`src/rtl/gpu_oc_pkg.sv`:
```
// Shared operand-collector types: OC count, one-hot select and RR pointer types.
package gpu_oc_pkg;
   localparam int NUM_OC   = 4;
   localparam int OC_IDX_W = 2;

   typedef logic [NUM_OC-1:0]   oc_onehot_t;
   typedef logic [OC_IDX_W-1:0] oc_ptr_t;

   // next round-robin start index, wrapping at NUM_OC
   function automatic oc_ptr_t ptr_next(input oc_ptr_t p);
      return (p == oc_ptr_t'(NUM_OC-1)) ? '0 : p + oc_ptr_t'(1);
   endfunction

   // saturating 32-bit increment for the performance counters
   function automatic logic [31:0] sat_inc(input logic [31:0] v);
      return (v == 32'hFFFF_FFFF) ? v : v + 32'd1;
   endfunction
endpackage

```
`src/rtl/oc_dispatch_arbiter_rr_pick.sv`:
```
// Combinational round-robin picker: first eligible index scanning up from ptr.
module rr_pick
   import gpu_oc_pkg::*;
(
   input  logic [NUM_OC-1:0]   elig,
   input  logic [OC_IDX_W-1:0] ptr,
   output logic [NUM_OC-1:0]   grant,
   output logic [OC_IDX_W-1:0] win
);
   oc_ptr_t idx;
   logic    found;

   // scan ptr, ptr+1, ... mod NUM_OC and keep the first hit
   always_comb begin
      grant = '0;
      win   = '0;
      idx   = '0;
      found = 1'b0;
      for (int k = 0; k < NUM_OC; k++) begin
         idx = oc_ptr_t'((int'(ptr) + k) % NUM_OC);
         if (!found && elig[idx]) begin
            found      = 1'b1;
            grant[idx] = 1'b1;
            win        = idx;
         end
      end
   end
endmodule

```
`src/rtl/oc_dispatch_arbiter.sv`:
```
// Issue-stage arbiter: one ALU and one MEM dispatch per cycle, round-robin per unit.
// Optional feature macro: ARB_PERF_CNT_EN adds saturating issue/stall counters.
module oc_dispatch_arbiter
   import gpu_oc_pkg::*;
(
   input  logic              clk,
   input  logic              rst,
   input  logic [NUM_OC-1:0] OC_Ready,
   input  logic [NUM_OC-1:0] OC_IsMem,
   input  logic              MEM_Stall,
   output logic [NUM_OC-1:0] ALU_Grt,
   output logic [NUM_OC-1:0] MEM_Grt,
   output logic              ALU_Fire,
   output logic              MEM_Fire,
`ifdef ARB_PERF_CNT_EN
   output logic [NUM_OC-1:0] OC_Release,
   output logic [31:0]       Perf_ALU_Issue_Cnt,
   output logic [31:0]       Perf_MEM_Issue_Cnt,
   output logic [31:0]       Perf_MEM_Stall_Cnt
`else
   output logic [NUM_OC-1:0] OC_Release
`endif
);
   oc_onehot_t alu_elig, mem_elig, alu_pick, mem_pick;
   oc_ptr_t    alu_ptr, mem_ptr, alu_win, mem_win;
   logic       mem_hold;

   // an OC being released this cycle is masked so it cannot be re-granted next cycle
   assign alu_elig = OC_Ready & ~OC_IsMem & ~ALU_Grt;
   assign mem_elig = OC_Ready &  OC_IsMem & ~MEM_Grt;
   assign mem_hold = (|MEM_Grt) & MEM_Stall;

   rr_pick u_alu_pick (.elig(alu_elig), .ptr(alu_ptr), .grant(alu_pick), .win(alu_win));
   rr_pick u_mem_pick (.elig(mem_elig), .ptr(mem_ptr), .grant(mem_pick), .win(mem_win));

   // grants are gated during reset so a grant dropped by rst never reads as consumed
   assign ALU_Fire   = ~rst & (|ALU_Grt);
   assign MEM_Fire   = ~rst & (|MEM_Grt) & ~MEM_Stall;
   assign OC_Release = rst ? '0 : (ALU_Grt | (MEM_Grt & {NUM_OC{~MEM_Stall}}));

   // grant registers and round-robin pointers; a stalled MEM grant holds in place
   always_ff @(posedge clk) begin
      if (rst) begin
         ALU_Grt <= '0;
         MEM_Grt <= '0;
         alu_ptr <= '0;
         mem_ptr <= '0;
      end else begin
         ALU_Grt <= alu_pick;
         if (|alu_pick) alu_ptr <= ptr_next(alu_win);
         if (!mem_hold) begin
            MEM_Grt <= mem_pick;
            if (|mem_pick) mem_ptr <= ptr_next(mem_win);
         end
      end
   end

`ifdef ARB_PERF_CNT_EN
   // saturating issue and stall counters
   always_ff @(posedge clk) begin
      if (rst) begin
         Perf_ALU_Issue_Cnt <= '0;
         Perf_MEM_Issue_Cnt <= '0;
         Perf_MEM_Stall_Cnt <= '0;
      end else begin
         if (ALU_Fire) Perf_ALU_Issue_Cnt <= sat_inc(Perf_ALU_Issue_Cnt);
         if (MEM_Fire) Perf_MEM_Issue_Cnt <= sat_inc(Perf_MEM_Issue_Cnt);
         if (mem_hold) Perf_MEM_Stall_Cnt <= sat_inc(Perf_MEM_Stall_Cnt);
      end
   end
`endif
endmodule
```
`config.mk`:
```
export PLATFORM = sky130hd
export DESIGN_NAME = oc_dispatch_arbiter
export DESIGN_NICKNAME = d
export VERILOG_FILES = /design/src/rtl/gpu_oc_pkg.sv /design/src/rtl/oc_dispatch_arbiter_rr_pick.sv /design/src/rtl/oc_dispatch_arbiter.sv
export SDC_FILE = /design/constraint.sdc
export NUM_CORES = 1
export LEC_CHECK = 0
export BUFFER_PORTS_ARGS = -buffer_cell sky130_fd_sc_hd__buf_4
export CAP_MARGIN = 20
export CORE_MARGIN = 2
export CORE_UTILIZATION = 44
export DETAILED_ROUTE_END_ITERATION = 7
export PLACE_DENSITY = 0.69
export SETUP_SLACK_MARGIN = 0.05
export SLEW_MARGIN = 20
export SYNTH_ARGS = -nofsm -noshare
export SYNTH_HDL_FRONTEND = slang
export SYNTH_SLANG_ARGS = --single-unit
```
`constraint.sdc`:
```
create_clock -name clk -period 5.6 [get_ports clk]
set_clock_uncertainty 0.2 [all_clocks]
set_input_delay 0.56 -clock clk [delete_from_list [all_inputs] [get_ports clk]]
set_output_delay 0.56 -clock clk [all_outputs]
set_load 0.005 [all_outputs]
```
==> impl_metrics.yaml <==
die:
  start_util_pct: 46.8
  io_pins: 25
  chipWidth_microns: 64.3
  dieArea_sq_um: 4130
  core_area_sq_um: 3420
  chipHeight_microns: 64.3
  core.rowCount: 21
pwr:
  power_frac_seq_pct: 22.8
  p_leak_nw: 0.752
  power_switching_mw: 0.450
  combPwrFrac_pct: 69.5
  pwr-share-clk_pct: 7.8
  p_int_mw: 0.459
  power_mw: 0.908
  p_per_area_nw_per_um2: 492
  ir_worst_vdd_mv: 0.247
  swShare_pct: 49.5
logic_synthesis:
  synth_nets: 223
  synthCells: 197
  synth_top_area_cell: "dfxtp_1"
  synth-seq-cells: 12
  syn_area_sq_um: 1600
  synth_edf_count: 0
  ys_top_cells_by_count: "nor2_1, a21oi_1, ha_1, nand2_1, dfxtp_1"
  yosys_most_used_dff: "dfxtp_1"
  yosysMostFrequentCell: "nor2_1"
  syn_avg_cell_area_sq_um: 8.11
  yosys.cell_types.count: 58
  synth_top_cell_area_share_pct: 15.0
  yosys_warnings: 0
  async_flop_share_pct: 0
  yosysSeqAreaShare_pct: 15.0
  synth_area_leaders: "dfxtp_1, ha_1, mux2i_1"
sta:
  fin_crit_sh_pct: 63.2
  hold_slack_ns: 0.348
  relSlewSlack_pct: 59.0
  final.setup.tns_ns: 0
  rsz0062_at_grt: "no"
  hold_viol: 0
  max_freq_mhz: 282
  worstMarginPinSlew_ns: 0.612
  finalMaxSlewViolations: 0
  finalSetupViolCount: 0
  period_minus_slack_ns: 3.54
detailed_routing:
  drtPass1Iterations: 5
  first_iter_violations: 181
  via_per_inst: 6.35
  wire_per_inst_microns: 16.1
  drc: 0
  wirelength_mm: 4.27
  drtAntennaViolNets: 0
  via_count: 1682
clock_tree:
  cts_tree: "yes"
  cts_setup_buffers: 0
  clockBufferDepth: 2
  clk_pin_slew_ns: 0.08
  htreeDepth: 1
  clk_latency_ns: 0.27
  ctsHoldBuffers: 0
  ctsRootBufferMaster: "clkbuf_4"
  numCtsBuffers: 3
  clkSinkCount: 12
  ctsResizeCount: 0
critical_path:
  startpoint_type: "flop"
  crit_arrival_ns: 3.50
  required_ns: 5.56
  critical_path.endpoint_type: "flop"
  crit_type: "flop to flop"
  path_max_fanout: 17
placement:
  placed_cell_area_sq_um: 1810
  port_buffers: 24
  place_hpwl_mm: 3.23
  gp_congestion: 0.948
global_routing:
  grt_usage_pct: 21.5
  grt_max_degree: 18
  grt_pass1_wl_mm: 7.16
  antenna_found_initial: 0
  gr-total-overflow: 0
  grt_pass1_vias: 1539
cells_and_area:
  fin_util_pct: 54.1
  insertedDiodeCount: 0
  nFillCells: 329
  final_net_count: 246
  area_growth_pct: 15.6
  drive_gt1_share_pct: 19.6
  final_cell_area_sq_um: 1850
worst_hold_path:
  hold_path.class: "input pin to flop"
run_status:
  status: "finished, final reports clean"
flow_run:
  drv_cap: 0
## worst paths after layout
| kind | start | to | slack, ns | depth (start not counted) |
|---|---|---|---|---|
| worst max-delay path | mem_ptr[0] | mem_ptr[0] | 2.06 | 9 |
| worst min register to register | MEM_Grt[3] | MEM_Grt[3] | 0.41 | 2 |
| worst min-delay path | rst | ALU_Grt[3] | 0.35 | 2 |
| worst max register to register | mem_ptr[0] | mem_ptr[0] | 2.06 | 9 |
## cells in the final DEF (no fill, tap or decap), drive strengths merged, types with 4 or more instances in the layout
| master | Yosys | layout |
|---|---|---|
| a211oi | 6 | 6 |
| a21oi | 17 | 17 |
| a22o | 5 | 5 |
| or3b | 4 | 4 |
| o21ai | 4 | 4 |
| a221oi | 6 | 6 |
| inv | 7 | 7 |
| nor3b | 5 | 5 |
| nand2 | 14 | 14 |
| nand3b | 4 | 4 |
| ha | 15 | 15 |
| nor4 | 5 | 5 |
| mux2i | 9 | 9 |
| buf | 2 | 24 |
| nor2 | 19 | 19 |
| clkbuf | 4 | 4 |
| nand4 | 4 | 4 |
| and3b | 4 | 4 |
| nand3 | 5 | 5 |
| dfxtp | 12 | 12 |
## cells by family (layout without fill, tap and decap cells)
logic type,Yosys count,in the layout,synth area share (%)
compound gates,63,63,28.6
flops,12,12,15.0
simple gates,80,80,30.5
fa+ha+maj,15,15,11.7
buf+inv,13,35,3.21
xor+xnor,2,2,1.10
mux,12,12,9.87
## registers in the layout, indices dropped and copies added, names as in the netlist
register	cells
ALU_Grt	4
alu_ptr	2
mem_ptr	2
MEM_Grt	4
## worst max-delay path, cell delays in order (launching register included)
cell       delay, ns
dfxtp_1         0.70
inv_1           0.32
ha_1            0.57
and4bb_1        0.30
o2111ai_1       0.21
o31ai_1         0.16
a22o_1          0.22
a221oi_1        0.32
a41oi_1         0.25
mux2i_1         0.17
## per-stage QoR
step	cells	setup WS [ns]
3_5_place_dp	261	2.14
6_report	265	2.06
2_1_floorplan	197	2.82
3_3_place_gp	261	2.09
5_1_grt	265	1.75
4_1_cts	265	2.11
## final cells by class
| class | instances | area (sq um) | share of cell area, % |
|---|---|---|---|
| Clock buffer | 4 | 36.3 | 1.96 |
| Inverter | 7 | 26.3 | 1.42 |
| Multi-Input combinational cell | 172 | 1310 | 70.7 |
| Sequential cell | 12 | 240 | 13.0 |
| Tap cell | 46 | 57.6 | 3.12 |
| Timing Repair Buffer | 24 | 180 | 9.76 |
## routing by layer
layer	track usage [%]	part of all wire, %	vias up
li1	-	-	829
met1	31.8	49	779
met2	33.5	43	70
met3	1.76	6.6	4
met4	5.59	0.44	0
met5	0	0	-
## power groups by stage
stage / Clock (mW) / Combinational [mW] / Sequential [mW]
after floorplan: 0 / 0.481 / 0.171
after global placement: 0 / 0.623 / 0.208
after detailed placement: 0 / 0.621 / 0.206
after CTS: 0.0721 / 0.626 / 0.204
after global routing: 0.0796 / 0.701 / 0.214
final: 0.0704 / 0.631 / 0.207
Note: power is estimated with default switching activity, not from simulation.
